File: src/rtl/move_entry_ctrl.sv
// move_entry_ctrl: chess move entry from buttons to a valid/ready validator request.
// Define MOVE_ENTRY_AUTOREPEAT_EN to make held direction buttons auto-repeat.
module move_entry_ctrl #(
   parameter int REPEAT_CYCLES = 12_500_000
) (
   input  logic       clk,
   input  logic       rst_n,
   input  logic [2:0] screen_state,
   input  logic       my_color,
   input  logic       my_turn,
   input  logic       btn_up,
   input  logic       btn_down,
   input  logic       btn_left,
   input  logic       btn_right,
   input  logic       btn_sel,
   input  logic       btn_cancel,
   output logic [5:0] board_rd_addr,
   input  logic [3:0] board_rd_piece,
   output logic       move_valid,
   input  logic       move_ready,
   output logic [5:0] move_from,
   output logic [5:0] move_to,
   input  logic       val_done,
   input  logic       val_ok,
   output logic [1:0] move_state,
   output logic [5:0] cursor,
   output logic [5:0] sel_sq,
   output logic       sel_active,
   output logic       move_accepted,
   output logic       move_rejected
);

   localparam logic [2:0] CHESS_SCREEN = 3'd2;

   localparam logic [1:0] PLAYER_SEL = 2'd0;
   localparam logic [1:0] PIECE_SEL  = 2'd1;
   localparam logic [1:0] POS_SEL    = 2'd2;
   localparam logic [1:0] MOVE_VAL   = 2'd3;

   if (REPEAT_CYCLES < 1) begin : g_cfg_chk
      $error("REPEAT_CYCLES must be at least 1");
   end

   logic [1:0] r_state;
   logic [5:0] r_cursor;
   logic [5:0] r_sel_sq;
   logic       r_sel_active;
   logic       r_move_valid;
   logic [5:0] r_move_from;
   logic [5:0] r_move_to;
   logic       r_accept;
   logic       r_reject;
   logic       r_hs_done;
   logic       r_sel_pend;
   logic       r_moved;
   logic [5:0] r_btn_q;

   logic [5:0] w_btn;
   logic [5:0] w_rise;
   logic       w_chess;
   logic       w_nav;
   logic [3:0] w_dir_ev;
   logic       w_step;
   logic [5:0] w_cur_nxt;
   logic [2:0] w_row;
   logic [2:0] w_col;
   logic       w_settled;
   logic       w_sel_evt;
   logic       w_sel_go;
   logic       w_own;
   logic       w_cancel;

   // bit order: {cancel, sel, right, left, down, up}
   assign w_btn = {btn_cancel, btn_sel, btn_right,
                   btn_left, btn_down, btn_up};
   assign w_rise = w_btn & ~r_btn_q;

   assign w_chess = (screen_state == CHESS_SCREEN);
   assign w_nav = w_chess && my_turn &&
                  ((r_state == PIECE_SEL) || (r_state == POS_SEL));

   assign w_row = r_cursor[5:3];
   assign w_col = r_cursor[2:0];

   always_ff @(posedge clk or negedge rst_n) begin
      if (!rst_n) begin
         r_btn_q <= 6'd0;
      end else begin
         r_btn_q <= w_btn;
      end
   end

`ifdef MOVE_ENTRY_AUTOREPEAT_EN
   localparam int RW = (REPEAT_CYCLES > 1) ? $clog2(REPEAT_CYCLES) : 1;

   logic [RW-1:0] r_rep_cnt;
   logic          w_held;
   logic          w_rep_hit;

   assign w_held = |w_btn[3:0];
   assign w_rep_hit = w_held &&
                      (r_rep_cnt == RW'(REPEAT_CYCLES - 1));

   // restarts on release and on every fresh direction edge
   always_ff @(posedge clk or negedge rst_n) begin
      if (!rst_n) begin
         r_rep_cnt <= '0;
      end else if (!w_held || (|w_rise[3:0]) || w_rep_hit) begin
         r_rep_cnt <= '0;
      end else begin
         r_rep_cnt <= r_rep_cnt + 1'b1;
      end
   end
`endif

   always_comb begin
      w_dir_ev = w_rise[3:0];
`ifdef MOVE_ENTRY_AUTOREPEAT_EN
      if ((w_dir_ev == 4'd0) && w_rep_hit) begin
         w_dir_ev = w_btn[3:0];
      end
`endif
   end

   assign w_step = w_nav && (|w_dir_ev);

   always_comb begin
      w_cur_nxt = r_cursor;
      if (w_step) begin
         priority case (1'b1)
            w_dir_ev[0]: w_cur_nxt = {w_row + 3'd1, w_col};
            w_dir_ev[1]: w_cur_nxt = {w_row - 3'd1, w_col};
            w_dir_ev[2]: w_cur_nxt = {w_row, w_col - 3'd1};
            w_dir_ev[3]: w_cur_nxt = {w_row, w_col + 3'd1};
            default:     w_cur_nxt = r_cursor;
         endcase
      end
   end

   // board data lags the address by one cycle after any cursor step
   assign w_settled = !r_moved;
   assign w_sel_evt = w_rise[4] || r_sel_pend;
   assign w_sel_go  = w_sel_evt && w_settled && !w_step;
   assign w_cancel  = w_rise[5];
   assign w_own = (board_rd_piece[2:0] != 3'd0) &&
                  (board_rd_piece[3] == my_color);

   always_ff @(posedge clk or negedge rst_n) begin
      if (!rst_n) begin
         r_state      <= PLAYER_SEL;
         r_cursor     <= 6'd12;
         r_sel_sq     <= 6'd0;
         r_sel_active <= 1'b0;
         r_move_valid <= 1'b0;
         r_move_from  <= 6'd0;
         r_move_to    <= 6'd0;
         r_accept     <= 1'b0;
         r_reject     <= 1'b0;
         r_hs_done    <= 1'b0;
         r_sel_pend   <= 1'b0;
         r_moved      <= 1'b0;
      end else begin
         r_accept   <= 1'b0;
         r_reject   <= 1'b0;
         r_sel_pend <= 1'b0;
         r_moved    <= w_step;
         r_cursor   <= w_cur_nxt;
         if (!w_chess) begin
            r_state      <= PLAYER_SEL;
            r_move_valid <= 1'b0;
            r_sel_active <= 1'b0;
            r_hs_done    <= 1'b0;
         end else begin
            unique case (r_state)
               PLAYER_SEL: begin
                  if (my_turn) begin
                     r_state <= PIECE_SEL;
                  end
               end
               PIECE_SEL: begin
                  if (!my_turn) begin
                     r_state      <= PLAYER_SEL;
                     r_sel_active <= 1'b0;
                  end else begin
                     r_sel_pend <= w_sel_evt && !w_sel_go;
                     if (w_sel_go && w_own) begin
                        r_sel_sq     <= r_cursor;
                        r_sel_active <= 1'b1;
                        r_state      <= POS_SEL;
                     end
                  end
               end
               POS_SEL: begin
                  if (!my_turn) begin
                     r_state      <= PLAYER_SEL;
                     r_sel_active <= 1'b0;
                  end else if (w_cancel) begin
                     r_state      <= PIECE_SEL;
                     r_sel_active <= 1'b0;
                  end else begin
                     r_sel_pend <= w_sel_evt && !w_sel_go;
                     if (w_sel_go) begin
                        if (r_cursor == r_sel_sq) begin
                           r_state      <= PIECE_SEL;
                           r_sel_active <= 1'b0;
                        end else if (w_own) begin
                           r_sel_sq <= r_cursor;
                        end else begin
                           r_move_from  <= r_sel_sq;
                           r_move_to    <= r_cursor;
                           r_move_valid <= 1'b1;
                           r_hs_done    <= 1'b0;
                           r_state      <= MOVE_VAL;
                        end
                     end
                  end
               end
               MOVE_VAL: begin
                  if (r_move_valid && move_ready) begin
                     r_move_valid <= 1'b0;
                     r_hs_done    <= 1'b1;
                  end else if (r_hs_done && val_done) begin
                     r_hs_done    <= 1'b0;
                     r_sel_active <= 1'b0;
                     if (val_ok) begin
                        r_accept <= 1'b1;
                        r_state  <= PLAYER_SEL;
                     end else begin
                        r_reject <= 1'b1;
                        r_state  <= PIECE_SEL;
                     end
                  end
               end
               default: r_state <= PLAYER_SEL;
            endcase
         end
      end
   end

   assign board_rd_addr = r_cursor;
   assign cursor        = r_cursor;
   assign move_state    = r_state;
   assign sel_sq        = r_sel_sq;
   assign sel_active    = r_sel_active;
   assign move_valid    = r_move_valid;
   assign move_from     = r_move_from;
   assign move_to       = r_move_to;
   assign move_accepted = r_accept;
   assign move_rejected = r_reject;

endmodule
File: config.mk
export PLATFORM = sky130hd
export DESIGN_NAME = move_entry_ctrl
export DESIGN_NICKNAME = d
export VERILOG_FILES = /design/src/rtl/move_entry_ctrl.sv
export SDC_FILE = /design/constraint.sdc
export NUM_CORES = 1
export LEC_CHECK = 0
export BUFFER_PORTS_ARGS = -buffer_cell sky130_fd_sc_hd__buf_4
export CAP_MARGIN = 30
export CORE_UTILIZATION = 52
export DETAILED_ROUTE_END_ITERATION = 8
export PLACE_DENSITY = 0.8
export SLEW_MARGIN = 20
export SYNTH_ARGS = -nofsm -noshare
export SYNTH_HDL_FRONTEND = slang
export SYNTH_SLANG_ARGS = --single-unit
File: constraint.sdc
create_clock -name clk -period 2.6 [get_ports clk]
set_input_delay 0.13 -clock clk [delete_from_list [all_inputs] [get_ports clk]]
set_output_delay 0.13 -clock clk [all_outputs]
set_load 0.03 [all_outputs]
# After elaboration in Yosys (flattened, before gate mapping)
# Index checks and enable logic that the tools add are counted.
[totals] latchBits=0 ram_bits=0 register_bits=39 romBits=0 memories=0 wordCells=149 in_bits=20 out_inout_bits=36
[op_classes] reduce_logical=29 muxes=66 order_cmp=0 n_eq_ne=29 n_bitwise=7 multipliers=0 n_div=0 n_shift=0 n_addsub=4
[ops] cell="6-bit two-way mux" count=9
[ops] cell="1-bit two-way mux" count=38
[ops] cell="3-bit inequality test, second input constant" count=9
[ops] cell="2-bit two-way mux" count=11
[ops] cell="7-bit AND reduction" count=3
[ops] cell="2-bit inequality test, second input constant" count=6
[ops] cell="6-bit case mux with 2 select lines" count=1
[ops] cell="6-bit AND reduction" count=2
[ops] cell="1-bit logical AND" count=10
[ops] cell="9-bit AND reduction" count=1
[ops] cell="2-bit case mux with 4 select lines" count=1
[ops] cell="3-bit by 1-bit adder with 3-bit output, second input constant" count=2
[ops] cell="6-bit bitwise AND" count=1
[ops] cell="6-bit == test" count=1
[ops] cell="3-bit two-way mux" count=2
[ops] cell="6-bit by 5-bit inequality test with 1-bit output, second input constant" count=1
[ops] cell="6-bit NOT" count=1
[ops] cell="1-bit case mux with 2 select lines" count=3
[ops] cell="2-bit nonzero test" count=3
[ops] cell="3-bit by 1-bit subtractor with 3-bit output, second input constant" count=2
[ops] cell="5-bit by 4-bit inequality test with 1-bit output, second input constant" count=1
[ops] cell="5-bit inequality test, second input constant" count=1
[ops] cell="1-bit NOT" count=5
[ops] cell="2-bit == test, second input constant" count=2
[ops] cell="16 further kinds" count=19

# Depth between registers and ports, before layout
[depth] ltp_word=12 ltp_mapped=7 ltp_nobuf=6

# Least setup slack after synthesis
# No wires, ideal clock.
[synth_path] path_kind="register -> register" startpoint="register r_state[0] (netlist: move_state[0])" endpoint="register r_move_from[0] (netlist: move_from[0])" path_buffers=1 setup_ns=0.125 path_slack_ns=0.053 synth_period_minus_slack_ns=2.547 stages_incl_launch_ff=8 arrival_time_ns=2.421 required_time_ns=2.475 cell_sequence="dfrtp_1 -> inv_1 -> ha_1 -> and3_4 -> a211o_1 -> or4_4 -> buf_6 -> mux2_4"
[synth_via] elab_chain_cells=7
[synth_lines] item="from (decl)" line="44" source="logic [1:0] r_state;"
[synth_lines] item="from (signal assigned)" line="150" source="r_state <= PLAYER_SEL;"
[synth_lines] item="from (signal assigned)" line="169" source="r_state <= PLAYER_SEL;"
[synth_lines] item="from (signal assigned)" line="177" source="r_state <= PIECE_SEL;"
[synth_lines] item="2-bit by 1-bit == test with 1-bit output or 2-bit == test (tied branches)" line="80, 174"
[synth_lines] item="1-bit logical OR" line="80" source="((r_state == PIECE_SEL) || (r_state == POS_SEL));"
[synth_lines] item="1-bit logical AND" line="79" source="assign w_nav = w_chess && my_turn &&"
[synth_lines] item="1-bit logical AND" line="125" source="assign w_step = w_nav && (|w_dir_ev);"
[synth_lines] item="1-bit zero test" line="143" source="assign w_sel_go = w_sel_evt && w_settled && !w_step;"
[synth_lines] item="1-bit logical AND" line="143"
[synth_lines] item="7-bit AND reduction (no source line) (*)"
[synth_lines] item="to (signal assigned)" line="209" source="r_move_from <= r_sel_sq;"
[synth_lines] item="to (decl)" line="49" source="logic [5:0] r_move_from;"
# Every way passes the cells marked *; elsewhere a longest branch is shown, timed or not.
# A chain may end at the register's enable or synchronous reset.

# Final worst setup path
[layout_path] startpoint="register r_state[1] (netlist: move_state[1])" endpoint="register r_move_to[0] (netlist: move_to[0])"
[layout_via] elab_chain_cells=7
[layout_lines] item="2-bit by 1-bit == test with 1-bit output or 2-bit == test (tied branches)" line="80, 174"
[layout_lines] item="1-bit logical OR" line="80"
[layout_lines] item="1-bit logical AND" line="79"
[layout_lines] item="1-bit logical AND" line="125"
[layout_lines] item="1-bit zero test" line="143"
[layout_lines] item="1-bit logical AND" line="143"
[layout_lines] item="7-bit AND reduction (no source line) (*)"
[layout_lines] item="to (signal assigned)" line="210" source="r_move_to <= r_cursor;"
[layout_lines] item="to (decl)" line="50" source="logic [5:0] r_move_to;"
# Marked as above.

==> flow_metrics.py <==
metrics = {
    "run_status": {
        "status": "finished clean",
    },
    "synthesis": {
        "synth_edf_count": 0,
        "syn_nets": 209,
        "yosysWarnings": 0,
        "synth_area_um2": 2057,
        "post-synth-top-count-cell": "dfrtp_1",
        "ys_top_cells_by_count": "dfrtp_1 (37), nand2_1 (12), nor2_1 (12), inv_1 (10), mux2_4 (10)",
        "ys_top_cells_by_area": "dfrtp_1 (45%), mux2_4 (7.3%), ha_1 (4.3%), xor2_1 (3.8%), mux2_2 (3.3%)",
        "yosysTopAreaCellShare_pct": 45.01,
        "synth_seq_cells": 39,
        "syn_area_per_cell_um2": 11.36,
        "synth_top_area_cell": "dfrtp_1",
        "synthArstFlopShare_pct": 100.0,
        "synthDistinctLibCells": 45,
        "syn_inst": 181,
        "yosysSeqAreaShare_pct": 47.57,
        "synth_ff_type": "dfrtp_1",
    },
    "clocking": {
        "cts-htree-levels": 2,
        "path_clk_slew_ns": 0.08,
        "clk_latency_ns": 0.28,
        "numCtsBuffers": 5,
        "cts_buffer_depth": 2,
        "clock-sinks": 39,
        "clockRootBuffer": "clkbuf_8",
        "cts_tree": "built",
    },
    "hold_path": {
        "min-delay-start": "val_ok",
        "worstHoldPathType": "in -> reg",
    },
    "worst_setup_path": {
        "crit_chain": "inv_1 > ha_1 > and3_4 > a211o_1 > or4_4 > mux2_1",
        "crit_slowest_cell": "or4_4",
        "setup.worst_path.class": "reg -> reg",
        "crit_path_end_kind": "register",
        "crit_buf_inv": 1,
        "rr_startpoint": "move_state[1]$_DFFE_PN0P_",
        "setup.worst_path.start": "move_state[1]$_DFFE_PN0P_",
        "cp.arrival_ns": 2.62,
        "cp_top_family": "simple AND/OR/NAND/NOR gates",
        "start_kind": "register",
        "max_stage_delay_ns": 0.64,
        "cp_max_fo": 12,
        "worstPathRequired_ns": 2.76,
    },
    "pwr": {
        "switching_share_pct": 25.88,
        "p_seq_share_pct": 53.3,
        "ir_worst_vdd_mv": 0.2974,
        "p_leak_uw": 0.001361,
        "p_int_uw": 876.3,
        "p_clk_share_pct": 33.2,
        "power.switching_uw": 306.0,
        "power_density_nw_per_um2": 446.1,
        "combPwrFrac_pct": 13.5,
    },
    "sta": {
        "fin_setup_tns_ns": 0,
        "period_minus_slack_ns": 2.461,
        "finalHoldViolCount": 0,
        "setup_viol": 0,
        "tightest_slew_ns": 0.5032,
        "skew_ns": 0.01113,
        "min_period_over_period_pct": 94.64,
        "slew_headroom_pct": 66.14,
        "max_freq_mhz": 406.4,
        "grt_setup_unrepaired": "no",
        "finalWorstSetupSlack_ns": 0.1395,
        "finalMaxSlewViolations": 0,
    },
    "floorplanning": {
        "fp.coreArea_um2": 3716,
        "initial_core_util_pct": 55.35,
        "die_y_um": 64.90,
        "row_count": 22,
        "dieWidth_um": 64.90,
        "die_area_um2": 4211,
        "ios": 56,
    },
    "detailed_routing": {
        "dr_total_vias": 1539,
        "ant_nets": 0,
        "first_iter_violations": 82,
        "drc_errors": 0,
        "wl_per_cell_um": 14.08,
        "first_pass_iters": 4,
        "vias_per_cell": 5.235,
        "totalWireLength_um": 4139,
    },
    "flow_run": {
        "drv_cap": 0,
    },
    "layout": {
        "layout.nets": 273,
        "n_fill_cell": 284,
        "drive_gt1_share_pct": 36.59,
        "antenna_cells": 0,
        "synthToLayoutAreaGrowth_pct": 28.83,
    },
    "global_routing": {
        "overflow": 0,
        "grt_pass1_wl_um": 6844,
        "antenna_found_initial": 0,
        "grt_max_degree": 40,
        "grt_pass1_vias": 1425,
        "grt_use_total_pct": 21.69,
    },
    "placement": {
        "io_buffers": 55,
        "dp_hpwl_um": 3047,
        "dp_slack_ns": 0.1752,
        "gp_congestion": 0.8427,
    },
}
==> cell usage in the layout (no fill, tap or decap), types with 2 or more instances in the layout <==
cell type      instances
mux2i_1                2
nand3_1                4
mux2_4                10
a31oi_1                2
mux2_1                 2
nor2_1                12
ha_1                   7
a211oi_1               3
a311oi_1               2
nor2b_1                2
nand2b_1               6
o21ai_0                4
and2_1                 2
and3_1                 2
dlygate4sd3_1          7
nor4_1                 4
nand2_1               12
xor2_1                 9
a211o_1                3
xnor2_1                4
dfstp_2                2
dfrtp_1               37
inv_1                 10
mux2_2                 6
buf_4                 59
nor3_1                 2
clkbuf_8               5
a21oi_1                7
==> metrics by stage <==
stage / utilization [%] / power (µW) / hold WS, ns / std cells / area, µm²
floorplan: - / 728.2 / -0.1656 / 181 / 2057
global placement: 67.14 / 789.1 / 0.1222 / 279 / 2495
detailed placement: 67.14 / 792.5 / 0.1232 / 279 / 2495
CTS: 71.31 / 1189 / 0.004161 / 294 / 2650
global route: 71.31 / 1237 / 0.01305 / 294 / 2650
finish: 71.31 / 1182 / 0.01177 / 294 / 2650
==> final cells by class <==
cell class,count,area (µm²),share of cell area [%]
Clock buffer,6,72.57,2.738
Clock inverter,2,12.51,0.4721
Inverter,10,37.54,1.416
Multi-Input combinational cell,123,975.9,36.83
Sequential cell,39,978.4,36.92
Tap cell,48,60.06,2.266
Timing Repair Buffer,66,513.0,19.36
==> routing by layer <==
metal | track usage, % | up-vias | routed length, µm
li1 | - | 755 | -
met1 | 30.21 | 731 | 1957
met2 | 33.98 | 48 | 1925
met3 | 4.930 | 5 | 213
met4 | 5.833 | 0 | 42
met5 | 0 | - | 0
==> registers in the layout, indices dropped and copies added, names as in the netlist <==
name,cells
r_hs_done,1
move_accepted,1
move_from,6
r_sel_pend,1
move_valid,1
sel_active,1
board_rd_addr,6
move_to,6
move_state,2
r_moved,1
sel_sq,6
move_rejected,1
r_btn_q,6
==> worst paths after layout <==
path	endpoint	slack (ns)	cells after the start
worst min register to register	move_to[0]$_DFFE_PN0P_	0.50	1
min in group asynchronous	move_to[2]$_DFFE_PN0P_	0.35	2
worst min-delay path	move_rejected$_DFF_PN0_	0.01	2
max in group asynchronous	board_rd_addr[2]$_DFFE_PN1P_	1.91	2
worst max-delay path	move_to[0]$_DFFE_PN0P_	0.14	6
worst max register to register	move_to[0]$_DFFE_PN0P_	0.14	6
==> timing repair <==
item / in CTS / in global routing
hold endpoints to repair: 43 / 0
resized for setup: 0 / 0
setup endpoints to repair: 0 / 0
buffers inserted: 0 / 0
hold buffers: 7 / 0
==> kinds of logic after synthesis <==
kind of cell    Yosys count  share of synthesized area (%)
fa+ha+maj                 8                          5.231
flops                    39                          47.57
buf+inv                  19                          4.987
mux                      20                          12.65
simple gates             53                          13.81
compound gates           29                          10.22
xor+xnor                 13                          5.535
==> power by group through the flow <==
stage               clock network, µW  registers, µW  logic (µW)
global route                      430            632         175
global placement                    0            641         148
floorplan                           0            654        74.7
detailed placement                  0            642         151
CTS                               398            630         160
finish                            393            630         159
No activity file was read; power rests on OpenSTA's default activity.
